$ cat src/rtl/jtag_mem_pkg.sv
// jtag_mem_pkg
// Shared definitions for the JTAG bridge memory responder.
// Contents:
//   - bridge opcode encodings
//   - responder FSM state type
//   - timeout read-back pattern
//   - default timeout
package jtag_mem_pkg;

    localparam logic [1:0] OP_NOP   = 2'b00;
    localparam logic [1:0] OP_READ  = 2'b01;
    localparam logic [1:0] OP_WRITE = 2'b10;
    localparam logic [1:0] OP_RSVD  = 2'b11;

    localparam logic [31:0] DEADBEEF = 32'hDEAD_BEEF;

    localparam int TIMEOUT_DEFAULT = 255;

    typedef enum logic [1:0] {
        ST_IDLE = 2'd0,
        ST_REQ  = 2'd1,
        ST_RESP = 2'd2
    } state_t;

endpackage

$ cat src/rtl/jtag_mem_if.sv
// jtag_mem_if
// Simple req/gnt/rvalid memory port.
//   MEM_REQ    request, held until MEM_GNT
//   MEM_WE     1 = write
//   MEM_ADDR   byte address (word aligned)
//   MEM_WDATA  write data
//   MEM_GNT    request accepted
//   MEM_RVALID response valid (reads and writes)
//   MEM_RDATA  read data
// Modports:
//   master  the responder side
//   slave   the memory side
interface jtag_mem_if #(
    parameter int AW = 32,
    parameter int DW = 32
);
    logic          MEM_REQ;
    logic          MEM_WE;
    logic [AW-1:0] MEM_ADDR;
    logic [DW-1:0] MEM_WDATA;
    logic          MEM_GNT;
    logic          MEM_RVALID;
    logic [DW-1:0] MEM_RDATA;

    modport master (
        output MEM_REQ, MEM_WE, MEM_ADDR, MEM_WDATA,
        input  MEM_GNT, MEM_RVALID, MEM_RDATA
    );

    modport slave (
        input  MEM_REQ, MEM_WE, MEM_ADDR, MEM_WDATA,
        output MEM_GNT, MEM_RVALID, MEM_RDATA
    );
endinterface

$ cat src/rtl/jtag_mem_sync.sv
// jtag_mem_sync
// Two-flop synchronizer, W bits wide. Each bit is synchronized
// independently, so multi-bit use is only valid for quasi-static buses.
// Ports:
//   CLK    destination clock
//   RESET  synchronous, active-high
//   d      asynchronous input
//   q      synchronized output
module jtag_mem_sync #(
    parameter int W = 1
) (
    input  logic         CLK,
    input  logic         RESET,
    input  logic [W-1:0] d,
    output logic [W-1:0] q
);

    logic [W-1:0] s1;

    always_ff @(posedge CLK) begin
        if (RESET) begin
            s1 <= '0;
            q  <= '0;
        end else begin
            s1 <= d;
            q  <= s1;
        end
    end

endmodule

$ cat src/rtl/jtag_mem_responder.sv
// jtag_mem_responder
// System-clock side of the JTAG word-shift debug bridge. Prefetches reads
// whenever the bridge address settles to a new value while OP is READ, and
// issues one write per VALID rise while OP is WRITE.
// Ports:
//   CLK, RESET     system clock, synchronous active-high reset
//   OP, ADDR       bridge opcode / word address (TCK domain)
//   TO_MEM, VALID  bridge write data / word-complete strobe (TCK domain)
//   FROM_MEM       read data back to the bridge
//   BUSY           FSM not idle
//   ERR            sticky: reserved OP on VALID, or timeout
//   OVERRUN        sticky: VALID rise while busy
//   mem            memory port (jtag_mem_if.master)
// Build option: JTAG_MEM_TIMEOUT_EN enables the REQ/RESP timeout counter.
module jtag_mem_responder
    import jtag_mem_pkg::*;
#(
    parameter int AW      = 32,
    parameter int DW      = 32,
    parameter int TIMEOUT = TIMEOUT_DEFAULT
) (
    input  logic          CLK,
    input  logic          RESET,
    input  logic [1:0]    OP,
    input  logic [AW-1:0] ADDR,
    input  logic [DW-1:0] TO_MEM,
    input  logic          VALID,
    output logic [DW-1:0] FROM_MEM,
    output logic          BUSY,
    output logic          ERR,
    output logic          OVERRUN,
    jtag_mem_if.master    mem
);

    state_t        state, state_nx;
    logic          valid_s, valid_q;
    logic [1:0]    op_s, op_q;
    logic [AW-1:0] a1, a2, last_addr;
    logic          eq_q, rearm;
    logic          valid_rise, addr_stable, op_settled;
    logic          rd_trig, wr_trig, go_rd, go_wr, tmo;

    jtag_mem_sync #(.W(1)) u_sync_valid (.CLK(CLK), .RESET(RESET), .d(VALID), .q(valid_s));
    jtag_mem_sync #(.W(2)) u_sync_op    (.CLK(CLK), .RESET(RESET), .d(OP),    .q(op_s));

    assign valid_rise  = valid_s & ~valid_q;
    assign addr_stable = eq_q && (a1 == a2);
    // Holding off reads until the synced OP has settled keeps the rearm
    // set by an OP change from being cleared by the same read it enables.
    assign op_settled  = (op_s == op_q);
    assign rd_trig     = (op_s == OP_READ) && op_settled && addr_stable &&
                         ((a2 != last_addr) || rearm);
    assign wr_trig     = valid_rise && (op_s == OP_WRITE);
    assign go_wr       = (state == ST_IDLE) && wr_trig;
    assign go_rd       = (state == ST_IDLE) && !wr_trig && rd_trig;

`ifdef JTAG_MEM_TIMEOUT_EN
    localparam int CW = (TIMEOUT > 255) ? $clog2(TIMEOUT + 1) : 8;
    logic [CW-1:0] tmo_cnt;

    always_ff @(posedge CLK) begin
        if (RESET || state == ST_IDLE) tmo_cnt <= '0;
        else                           tmo_cnt <= tmo_cnt + 1'b1;
    end

    assign tmo = (state != ST_IDLE) && (tmo_cnt == CW'(TIMEOUT));
`else
    assign tmo = 1'b0;
`endif

    always_ff @(posedge CLK) begin
        if (RESET) state <= ST_IDLE;
        else       state <= state_nx;
    end

    always_comb begin
        state_nx = state;
        unique case (state)
            ST_IDLE: if (go_wr || go_rd) state_nx = ST_REQ;
            ST_REQ: begin
                if (tmo)              state_nx = ST_IDLE;
                else if (mem.MEM_GNT) state_nx = ST_RESP;
            end
            ST_RESP: if (tmo || mem.MEM_RVALID) state_nx = ST_IDLE;
            default: state_nx = ST_IDLE;
        endcase
    end

    assign mem.MEM_REQ = (state == ST_REQ);
    assign BUSY        = (state != ST_IDLE);

    always_ff @(posedge CLK) begin
        if (RESET) begin
            a1            <= '0;
            a2            <= '0;
            eq_q          <= 1'b0;
            valid_q       <= 1'b0;
            op_q          <= OP_NOP;
            last_addr     <= '0;
            rearm         <= 1'b1;
            mem.MEM_ADDR  <= '0;
            mem.MEM_WE    <= 1'b0;
            mem.MEM_WDATA <= '0;
            FROM_MEM      <= '0;
            ERR           <= 1'b0;
            OVERRUN       <= 1'b0;
        end else begin
            a1      <= ADDR;
            a2      <= a1;
            eq_q    <= (a1 == a2);
            valid_q <= valid_s;
            op_q    <= op_s;

            if (go_wr) begin
                mem.MEM_ADDR  <= a2;
                mem.MEM_WE    <= 1'b1;
                mem.MEM_WDATA <= TO_MEM;
            end else if (go_rd) begin
                mem.MEM_ADDR <= a2;
                mem.MEM_WE   <= 1'b0;
                last_addr    <= a2;
            end

            if (!op_settled) rearm <= 1'b1;
            else if (go_rd)  rearm <= 1'b0;

            if (tmo) begin
`ifdef JTAG_MEM_TIMEOUT_EN
                if (!mem.MEM_WE) FROM_MEM <= DW'(DEADBEEF);
`endif
                ERR <= 1'b1;
            end else if (state == ST_RESP && mem.MEM_RVALID && !mem.MEM_WE) begin
                FROM_MEM <= mem.MEM_RDATA;
            end

            if (valid_rise) begin
                if (state != ST_IDLE)     OVERRUN <= 1'b1;
                else if (op_s == OP_RSVD) ERR     <= 1'b1;
            end
        end
    end

endmodule

$ cat src/flat_wrapper.sv
// flat-port wrapper written by rule: the top's interface ports become plain ports
module jtag_mem_responder_flat import jtag_mem_pkg::*;
#(
    parameter int AW      = 32,
    parameter int DW      = 32,
    parameter int TIMEOUT = TIMEOUT_DEFAULT
)
  (CLK, RESET, OP, ADDR, TO_MEM, VALID, FROM_MEM, BUSY, ERR, OVERRUN, mem_MEM_REQ, mem_MEM_WE, mem_MEM_ADDR, mem_MEM_WDATA, mem_MEM_GNT, mem_MEM_RVALID, mem_MEM_RDATA);
  jtag_mem_if #(.AW(AW), .DW(DW)) mem_i ();
  input  logic CLK;
  input  logic RESET;
  input  logic [1:0] OP;
  input  logic [AW-1:0] ADDR;
  input  logic [DW-1:0] TO_MEM;
  input  logic VALID;
  output logic [DW-1:0] FROM_MEM;
  output logic BUSY;
  output logic ERR;
  output logic OVERRUN;
  output wire logic [$bits(mem_i.MEM_REQ)-1:0] mem_MEM_REQ;
  output wire logic [$bits(mem_i.MEM_WE)-1:0] mem_MEM_WE;
  output wire logic [$bits(mem_i.MEM_ADDR)-1:0] mem_MEM_ADDR;
  output wire logic [$bits(mem_i.MEM_WDATA)-1:0] mem_MEM_WDATA;
  input wire logic [$bits(mem_i.MEM_GNT)-1:0] mem_MEM_GNT;
  input wire logic [$bits(mem_i.MEM_RVALID)-1:0] mem_MEM_RVALID;
  input wire logic [$bits(mem_i.MEM_RDATA)-1:0] mem_MEM_RDATA;
  assign mem_MEM_REQ = mem_i.MEM_REQ;
  assign mem_MEM_WE = mem_i.MEM_WE;
  assign mem_MEM_ADDR = mem_i.MEM_ADDR;
  assign mem_MEM_WDATA = mem_i.MEM_WDATA;
  assign mem_i.MEM_GNT = mem_MEM_GNT;
  assign mem_i.MEM_RVALID = mem_MEM_RVALID;
  assign mem_i.MEM_RDATA = mem_MEM_RDATA;
  jtag_mem_responder #(.AW(AW), .DW(DW), .TIMEOUT(TIMEOUT)) u_core (.CLK(CLK), .RESET(RESET), .OP(OP), .ADDR(ADDR), .TO_MEM(TO_MEM), .VALID(VALID), .FROM_MEM(FROM_MEM), .BUSY(BUSY), .ERR(ERR), .OVERRUN(OVERRUN), .mem(mem_i));
endmodule
$ cat config.mk
export PLATFORM = sky130hd
export DESIGN_NAME = jtag_mem_responder_flat
export DESIGN_NICKNAME = d
export VERILOG_FILES = /design/src/rtl/jtag_mem_pkg.sv /design/src/rtl/jtag_mem_if.sv /design/src/rtl/jtag_mem_sync.sv /design/src/rtl/jtag_mem_responder.sv /design/src/flat_wrapper.sv
export SDC_FILE = /design/constraint.sdc
export NUM_CORES = 1
export LEC_CHECK = 0
export ABC_AREA = 1
export CAP_MARGIN = 25
export CORE_UTILIZATION = 40
export CTS_CLUSTER_SIZE = 14
export DETAILED_ROUTE_END_ITERATION = 10
export DONT_BUFFER_PORTS = 1
export SYNTH_ARGS = -nofsm -noshare
export SYNTH_HDL_FRONTEND = slang
export SYNTH_HIERARCHICAL = 1
export SYNTH_SLANG_ARGS = --single-unit
$ cat constraint.sdc
create_clock -name CLK -period 1.5 [get_ports CLK]
set_input_delay 0 -clock CLK [delete_from_list [all_inputs] [get_ports CLK]]
set_output_delay 0 -clock CLK [all_outputs]
set_load 0.05 [all_outputs]
==> results of run 1 <==
final timing paths:
path	end
hold reg to reg	u_core/u_sync_op/q[1]
setup reg to reg	u_core/mem.MEM_ADDR[24]
setup / recovery	u_core/mem.MEM_ADDR[24]
hold / removal	u_core/a1[7]
kinds of logic (layout without fill, tap and decap cells):
| group | Yosys count | after routing | share of synthesized area, % |
|---|---|---|---|
| XOR/XNOR | 31 | 31 | 3.25 |
| flip-flops | 208 | 208 | 49.8 |
| buffers and inverters | 254 | 562 | 12.0 |
| AO/OA/AOI/OAI | 143 | 143 | 9.82 |
| AND/OR/NAND/NOR | 525 | 525 | 25.1 |
what timing repair did:
item                                    in CTS  in global routing
cloned                                       1                  8
gates resized for setup                     22                 86
hold buffers                               105                  1
setup buffers                                5                  8
pin swaps                                   14                 21
endpoints found under the setup margin      69                128
hold endpoints to repair                   143                  1
layout make-up:
type,count,share of cell area (%)
Clock buffer,36,5.75
Clock inverter,6,0.505
Inverter,195,5.84
Multi-Input combinational cell,699,27.7
Sequential cell,208,33.3
Tap cell,270,2.67
Timing Repair Buffer,325,24.2
cell usage in the layout, fill, tap and decap left out, types with 2 or more instances in the layout:
| master | synthesis | layout |
|---|---|---|
| sky130_fd_sc_hd__o21ai_1 | 4 | 22 |
| sky130_fd_sc_hd__o21ai_2 | 0 | 3 |
| sky130_fd_sc_hd__buf_4 | 3 | 186 |
| sky130_fd_sc_hd__nand3_2 | 2 | 36 |
| sky130_fd_sc_hd__dlygate4sd3_1 | 0 | 104 |
| sky130_fd_sc_hd__a21oi_4 | 0 | 2 |
| sky130_fd_sc_hd__a21oi_1 | 41 | 37 |
| sky130_fd_sc_hd__nand2_1 | 171 | 164 |
| sky130_fd_sc_hd__nor2_4 | 0 | 2 |
| sky130_fd_sc_hd__inv_1 | 179 | 170 |
| sky130_fd_sc_hd__dfxtp_1 | 208 | 174 |
| sky130_fd_sc_hd__o21ai_0 | 70 | 48 |
| sky130_fd_sc_hd__clkbuf_8 | 0 | 6 |
| sky130_fd_sc_hd__a21oi_2 | 28 | 30 |
| sky130_fd_sc_hd__nand3_1 | 72 | 37 |
| sky130_fd_sc_hd__clkinv_2 | 0 | 4 |
| sky130_fd_sc_hd__nand4_1 | 2 | 2 |
| sky130_fd_sc_hd__buf_12 | 0 | 12 |
| sky130_fd_sc_hd__dfxtp_2 | 0 | 33 |
| sky130_fd_sc_hd__buf_6 | 4 | 12 |
| sky130_fd_sc_hd__nor2_1 | 271 | 258 |
| sky130_fd_sc_hd__clkbuf_16 | 0 | 32 |
| sky130_fd_sc_hd__buf_16 | 0 | 2 |
| sky130_fd_sc_hd__xor2_1 | 21 | 21 |
| sky130_fd_sc_hd__clkinv_1 | 5 | 5 |
| sky130_fd_sc_hd__nand2_2 | 0 | 6 |
| sky130_fd_sc_hd__xnor2_1 | 10 | 10 |
| sky130_fd_sc_hd__clkbuf_1 | 36 | 5 |
| sky130_fd_sc_hd__inv_2 | 11 | 18 |
| sky130_fd_sc_hd__nor2_2 | 1 | 12 |
through the flow:
| stage | hold slack (ps) | setup slack (ps) |
|---|---|---|
| 2_1_floorplan | 71.2 | -82.3 |
| 3_3_place_gp | 78.9 | -442 |
| 3_5_place_dp | 77.0 | -435 |
| 4_1_cts | 8.83 | -354 |
| 5_1_grt | 135 | -514 |
| 6_report | 153 | -395 |
power by group:
group	switching [W]	internal (W)
combinational	0.000513	0.000489
clock	0.00225	0.00351
sequential	0.0000800	0.00565
registers in the layout (all words and copies together), names as in the netlist, 2 cells and up:
name	count
u_core/op_q	2
u_core/state	2
u_core/last_addr	32
u_core/a2	32
u_core/u_sync_op/s1	2
u_core/mem.MEM_ADDR	32
u_core/a1	32
u_core/mem.MEM_WDATA	32
u_core/FROM_MEM	32
u_core/u_sync_op/q	2
worst max-delay path: stages, from the launching register on:
cell,delay (ps)
sky130_fd_sc_hd__dfxtp_2,350
sky130_fd_sc_hd__inv_2,60
sky130_fd_sc_hd__nand2_2,50
sky130_fd_sc_hd__nand2_1,50
sky130_fd_sc_hd__nor2_1,110
sky130_fd_sc_hd__nand2_1,90
sky130_fd_sc_hd__nor2_2,160
sky130_fd_sc_hd__nand2_2,100
sky130_fd_sc_hd__nor2_4,130
sky130_fd_sc_hd__buf_6,100
sky130_fd_sc_hd__nand3_4,80
sky130_fd_sc_hd__buf_6,160
sky130_fd_sc_hd__clkbuf_16,170
sky130_fd_sc_hd__a21oi_2,110
sky130_fd_sc_hd__nor2_1,50
routing by layer:
metal	routed length [um]	vias up	GRT usage [%]
met5	0	-	0
met1	10100	3537	23.9
met4	746	0	7.55
met2	10800	174	33.0
met3	948	50	3.31
li1	-	4086	-
==> impl_metrics.prom, run 1 <==
# TYPE chip_impl_metric gauge
chip_impl_info{name="ys.flop_type",value="sky130_fd_sc_hd__dfxtp_1"} 1
chip_impl_metric{name="worstMarginPinSlew",unit="ps"} 476
chip_impl_metric{name="synth.avg_cell_area",unit="sq um"} 7.20
chip_impl_metric{name="drt-pass1-iter-count",unit=""} 5
chip_impl_metric{name="synth_cells",unit=""} 1161
chip_impl_metric{name="cp.required",unit="ps"} 1890
chip_impl_metric{name="initialDrtViolationCount",unit=""} 303
chip_impl_info{name="reg2reg_start",value="u_core/a2[3]"} 1
chip_impl_metric{name="clk-insertion-delay-late",unit="ps"} 500
chip_impl_metric{name="die_area",unit="sq um"} 21500
chip_impl_metric{name="post-route-drc-count",unit=""} 0
chip_impl_metric{name="number_of_global_route_vias_before_repair",unit=""} 7375
chip_impl_metric{name="fp.dieW",unit="um"} 147
chip_impl_metric{name="multi_input_area",unit="sq um"} 3510
chip_impl_metric{name="final_slew_viol_count",unit=""} 0
chip_impl_metric{name="via_count",unit=""} 7847
chip_impl_metric{name="synth.distinct_cells",unit=""} 25
chip_impl_metric{name="fin_skew",unit="ps"} 8.24
chip_impl_metric{name="timing.max_slew.rel_slack",unit="%"} 68.2
chip_impl_info{name="status",value="complete, but fails checks"} 1
chip_impl_metric{name="core-area",unit="sq um"} 20400
chip_impl_metric{name="net_count_after_synthesis",unit=""} 1264
chip_impl_metric{name="final_util",unit="%"} 62.1
chip_impl_metric{name="timing.final.ws_setup",unit="ps"} -395
chip_impl_metric{name="route.antenna.remaining_nets",unit=""} 0
chip_impl_metric{name="cts.sinks",unit=""} 208
chip_impl_metric{name="grt_antenna_before_repair",unit=""} 0
chip_impl_metric{name="flip_flop_and_latch_count_after_synthesis",unit=""} 208
chip_impl_metric{name="post-route-period-util",unit="%"} 126
chip_impl_metric{name="area_growth",unit="%"} 51.4
chip_impl_info{name="cell_with_the_most_instances_after_synthesis",value="sky130_fd_sc_hd__nor2_1"} 1
chip_impl_metric{name="period_minus_slack",unit="ps"} 1890
chip_impl_metric{name="fillerInstances",unit=""} 1723
chip_impl_metric{name="worst-r2r-setup-slack",unit="ps"} -390
chip_impl_metric{name="first_pass_grt_wire_length",unit="um"} 34400
chip_impl_metric{name="async_set_or_reset_register_ratio_after_synthesis",unit="%"} 0
chip_impl_metric{name="dieHeight",unit="um"} 147
chip_impl_info{name="synth_area_leaders",value="sky130_fd_sc_hd__dfxtp_1 (50%), sky130_fd_sc_hd__nor2_1 (12%), sky130_fd_sc_hd__inv_1 (8.0%)"} 1
chip_impl_metric{name="routabilityCongestion",unit=""} 0.738
chip_impl_metric{name="clkSlewWorstSetupHoldPaths",unit="ps"} 60
chip_impl_metric{name="number_of_synthesized_flops_with_an_enable_pin",unit=""} 0
chip_impl_metric{name="insertedDiodeCount",unit=""} 0
chip_impl_metric{name="cts_htree_levels",unit=""} 1
chip_impl_metric{name="worst_ir_drop_vdd",unit="V"} 0.000976
chip_impl_info{name="crit_path_end_kind",value="flip-flop"} 1
chip_impl_info{name="synthTopCellsByCount",value="sky130_fd_sc_hd__nor2_1 (271), sky130_fd_sc_hd__dfxtp_1 (208), sky130_fd_sc_hd__inv_1 (179)"} 1
chip_impl_metric{name="worst_reg2reg_path_length_in_cells",unit=""} 14
chip_impl_info{name="tritoncts_clock_tree",value="yes"} 1
chip_impl_metric{name="cts.path.max_buffers",unit=""} 3
chip_impl_metric{name="cts_buffers",unit=""} 24
chip_impl_metric{name="final-hold-violation-count",unit=""} 0
chip_impl_metric{name="finish.instance_area",unit="sq um"} 12600
chip_impl_metric{name="cp_data_arrival_time",unit="ps"} 2290
chip_impl_info{name="grt_setup_unrepaired",value="true"} 1
chip_impl_metric{name="yosysSeqAreaShare",unit="%"} 49.8
chip_impl_metric{name="report.final.setup_viol",unit=""} 68
chip_impl_metric{name="via_per_inst",unit=""} 4.51
chip_impl_info{name="violations_in_the_final_reports",value="setup timing"} 1
chip_impl_metric{name="power_density",unit="nW/um^2"} 988
chip_impl_metric{name="initial_utilization",unit="%"} 41.0
chip_impl_metric{name="area.sequential",unit="sq um"} 4210
chip_impl_metric{name="final_net_count",unit=""} 1556
chip_impl_metric{name="timing.critical_path.fanout_max",unit=""} 10
chip_impl_metric{name="grt_overflow_total",unit=""} 0
chip_impl_metric{name="boundaryPins",unit=""} 204
chip_impl_metric{name="dp_cells",unit=""} 1570
chip_impl_metric{name="setup_tns_final",unit="ps"} -24450
chip_impl_metric{name="route.detailed.wl_per_inst",unit="um"} 13.0
chip_impl_metric{name="p_leak",unit="nW"} 5.98
chip_impl_metric{name="hold_path_depth",unit=""} 3
chip_impl_info{name="clk_root_buffer_cell",value="sky130_fd_sc_hd__clkbuf_16"} 1
chip_impl_metric{name="post-synth-top-area-fraction",unit="%"} 49.8
chip_impl_info{name="hold_path.class",value="input pin to flip-flop"} 1
chip_impl_info{name="worstSetupStartpointType",value="flip-flop"} 1
chip_impl_metric{name="drive_above_1_share",unit="%"} 27.9
chip_impl_metric{name="post_synth_instance_area",unit="sq um"} 8360
chip_impl_metric{name="final_hpwl_from_detailed_placement",unit="um"} 13100
chip_impl_metric{name="dpl-instance-area",unit="sq um"} 10200
chip_impl_info{name="critical_path.startpoint",value="u_core/a2[3]"} 1
chip_impl_metric{name="core.rowCount",unit=""} 52
chip_impl_metric{name="placement.io_buffers",unit=""} 0
chip_impl_metric{name="track_usage",unit="%"} 19.2
chip_impl_info{name="yosysTopAreaCell",value="sky130_fd_sc_hd__dfxtp_1"} 1
chip_impl_metric{name="achievable-frequency",unit="GHz"} 0.528
chip_impl_metric{name="detail_route.wirelength",unit="um"} 22500
chip_impl_info{name="worstHoldStart",value="ADDR[7]"} 1
chip_impl_metric{name="finish.cell_count_without_fillers",unit=""} 1739
chip_impl_metric{name="grt_start_max_net_pins",unit=""} 78
chip_impl_metric{name="report.power.total",unit="W"} 0.0125
chip_impl_metric{name="ys_warn_count",unit=""} 6
chip_impl_metric{name="max-cap-violations",unit=""} 0
chip_impl_info{name="critPathKind",value="flip-flop to flip-flop"} 1
Power figures use the tool's default switching activity.
==> run 2: changes to the inputs <==
CORE_ASPECT_RATIO = 0.7   (was unset)
==> impl_metrics.prom, run 2 (synthesis gave the netlist of run 1 again) <==
# TYPE chip_impl_metric gauge
chip_impl_metric{name="via_per_inst",unit=""} 4.59
chip_impl_metric{name="timing.final.ws_setup",unit="ps"} -437
chip_impl_metric{name="clk-insertion-delay-late",unit="ps"} 500
chip_impl_metric{name="clkPwrFrac",unit="%"} 43.5
chip_impl_info{name="critPathKind",value="flip-flop to flip-flop"} 1
chip_impl_metric{name="boundaryPins",unit=""} 204
chip_impl_metric{name="routabilityCongestion",unit=""} 0.755
chip_impl_metric{name="final_hpwl_from_detailed_placement",unit="um"} 13800
chip_impl_metric{name="grt_start_max_net_pins",unit=""} 75
chip_impl_metric{name="power.net_switching",unit="W"} 0.00280
chip_impl_metric{name="clkSlewWorstSetupHoldPaths",unit="ps"} 60
chip_impl_metric{name="achievable-frequency",unit="GHz"} 0.516
chip_impl_metric{name="drive_above_1_share",unit="%"} 31.4
chip_impl_info{name="layout.cells.most_common_list",value="sky130_fd_sc_hd__nor2_1 (223), sky130_fd_sc_hd__buf_4 (192), sky130_fd_sc_hd__dfxtp_1 (170)"} 1
chip_impl_info{name="layout.cells.most_common",value="sky130_fd_sc_hd__nor2_1"} 1
chip_impl_info{name="status",value="complete, but fails checks"} 1
chip_impl_metric{name="grt_antenna_before_repair",unit=""} 0
chip_impl_metric{name="swShare",unit="%"} 23.2
chip_impl_metric{name="post-route-drc-count",unit=""} 0
chip_impl_metric{name="fillerInstances",unit=""} 1603
chip_impl_metric{name="p_leak",unit="nW"} 6.51
chip_impl_metric{name="finish.cell_count_without_fillers",unit=""} 1787
chip_impl_metric{name="timing.critical_path.fanout_max",unit=""} 8
chip_impl_metric{name="number_of_global_route_vias_before_repair",unit=""} 7734
chip_impl_metric{name="worst-r2r-setup-slack",unit="ps"} -440
chip_impl_metric{name="worst_ir_drop_vdd",unit="V"} 0.000737
chip_impl_metric{name="final_net_count",unit=""} 1606
chip_impl_metric{name="cp_data_arrival_time",unit="ps"} 2330
chip_impl_metric{name="core-area",unit="sq um"} 20100
chip_impl_metric{name="max-cap-violations",unit=""} 0
chip_impl_metric{name="drt-pass1-iter-count",unit=""} 5
chip_impl_metric{name="post-route-period-util",unit="%"} 129
chip_impl_info{name="worstSetupStartpointType",value="flip-flop"} 1
chip_impl_info{name="hold_path.class",value="input pin to flip-flop"} 1
chip_impl_metric{name="via_count",unit=""} 8205
chip_impl_info{name="clk_root_buffer_cell",value="sky130_fd_sc_hd__clkbuf_16"} 1
chip_impl_metric{name="internal_power",unit="W"} 0.00928
chip_impl_metric{name="pwr-share-comb",unit="%"} 9.0
chip_impl_metric{name="grt_overflow_total",unit=""} 0
chip_impl_metric{name="report.final.setup_viol",unit=""} 67
chip_impl_metric{name="placement.io_buffers",unit=""} 0
chip_impl_metric{name="dp_slack",unit="ps"} -470
chip_impl_metric{name="initial_utilization",unit="%"} 41.5
chip_impl_metric{name="final_slew_viol_count",unit=""} 0
chip_impl_metric{name="multi_input_area",unit="sq um"} 3750
chip_impl_metric{name="dp_cells",unit=""} 1576
chip_impl_info{name="crit_path_end_kind",value="flip-flop"} 1
chip_impl_metric{name="fin_skew",unit="ps"} 7.22
chip_impl_metric{name="seqPwrFrac",unit="%"} 47.4
chip_impl_metric{name="fp.dieW",unit="um"} 175
chip_impl_metric{name="route.detailed.wl_per_inst",unit="um"} 14.2
chip_impl_metric{name="initialDrtViolationCount",unit=""} 534
chip_impl_metric{name="cts_buffers",unit=""} 22
chip_impl_metric{name="timing.max_slew.rel_slack",unit="%"} 68.8
chip_impl_metric{name="cts.sinks",unit=""} 208
chip_impl_metric{name="cp.required",unit="ps"} 1890
chip_impl_metric{name="track_usage",unit="%"} 21.4
chip_impl_metric{name="area_growth",unit="%"} 61.3
chip_impl_metric{name="die_area",unit="sq um"} 21500
chip_impl_info{name="grt_setup_unrepaired",value="true"} 1
chip_impl_metric{name="power_density",unit="nW/um^2"} 896
chip_impl_metric{name="final-hold-violation-count",unit=""} 0
chip_impl_metric{name="core.rowCount",unit=""} 43
chip_impl_info{name="tritoncts_clock_tree",value="yes"} 1
chip_impl_metric{name="insertedDiodeCount",unit=""} 0
chip_impl_metric{name="cts_htree_levels",unit=""} 1
chip_impl_metric{name="area.sequential",unit="sq um"} 4220
chip_impl_metric{name="dieHeight",unit="um"} 123
chip_impl_metric{name="hold-worst-slack",unit="ps"} 117
chip_impl_metric{name="route.antenna.remaining_nets",unit=""} 0
chip_impl_info{name="violations_in_the_final_reports",value="setup timing"} 1
chip_impl_metric{name="first_pass_grt_wire_length",unit="um"} 37600
chip_impl_metric{name="cts.path.max_buffers",unit=""} 3
chip_impl_metric{name="worstMarginPinSlew",unit="ps"} 467
chip_impl_metric{name="period_minus_slack",unit="ps"} 1940
chip_impl_metric{name="detail_route.wirelength",unit="um"} 25300
## run 2: metal layers
layer | vias to the layer above | global-route usage (%) | routed length (um)
li1 | 4191 | - | -
met1 | 3757 | 28.4 | 12100
met2 | 211 | 36.6 | 11500
met3 | 46 | 3.11 | 1180
met4 | 0 | 5.98 | 527
met5 | - | 0 | 0
## run 2: per-stage QoR
| stage | cell area [sq um] | total power, W | util [%] | TNS, ps |
|---|---|---|---|---|
| final | 13500 | 0.0121 | 67.0 | -26720 |
| after global routing | 13500 | 0.0125 | 67.0 | -36080 |
| after CTS | 12800 | 0.0121 | 63.5 | -26140 |
| after detailed placement | 10300 | 0.00655 | 51.1 | -26860 |
| after global placement | 10300 | 0.00654 | 51.1 | -25750 |
| after floorplan | 8560 | 0.00629 | - | -3230 |
## run 2: worst paths after layout
check / start / end / cells after the start
worst min register to register: u_core/mem.MEM_WDATA[15] / u_core/mem.MEM_WDATA[15] / 2
worst min-delay path: RESET / u_core/u_sync_valid/s1 / 2
worst max register to register: u_core/a2[17] / u_core/mem.MEM_ADDR[6] / 14
worst max-delay path: u_core/a2[17] / u_core/mem.MEM_ADDR[6] / 14
## run 2: cell type report
| cell class | instances | share of cell area [%] |
|---|---|---|
| flip-flops and latches | 208 | 31.3 |
| clock inverters | 8 | 0.520 |
| repair buffers | 377 | 27.7 |
| multi-input cells | 699 | 27.8 |
| well taps | 270 | 2.51 |
| clock buffers | 30 | 4.61 |
| inverters | 195 | 5.57 |
## run 2: timing repair
item / CTS / global route
endpoints found under the setup margin: 70 / 132
hold buffers: 143 / 1
cloned: 6 / 12
gates resized for setup: 61 / 125
pin swaps: 7 / 29
buffers inserted: 3 / 9
hold endpoints to repair: 150 / 2
## run 2: power groups by stage
stage,Combinational [W],Clock [W],Sequential (W)
global placement,0.000696,0,0.00584
floorplan,0.000380,0,0.00591
global route,0.00119,0.00562,0.00574
CTS,0.00101,0.00538,0.00573
finish,0.00109,0.00526,0.00573
detailed placement,0.000703,0,0.00585
## run 2: critical path, stage by stage, from the launching register on
cell and delay [ps]:
sky130_fd_sc_hd__dfxtp_2 350, sky130_fd_sc_hd__inv_2 40, sky130_fd_sc_hd__buf_4 130, sky130_fd_sc_hd__nand2_1 80, sky130_fd_sc_hd__o21ai_2 60, sky130_fd_sc_hd__nor2_2 140, sky130_fd_sc_hd__nand3_1 120, sky130_fd_sc_hd__nor2_2 150
sky130_fd_sc_hd__nand3_2 120, sky130_fd_sc_hd__nand3_4 120, sky130_fd_sc_hd__buf_12 160, sky130_fd_sc_hd__buf_12 150, sky130_fd_sc_hd__nand3_1 80, sky130_fd_sc_hd__nand2_1 90, sky130_fd_sc_hd__nor2_1 40
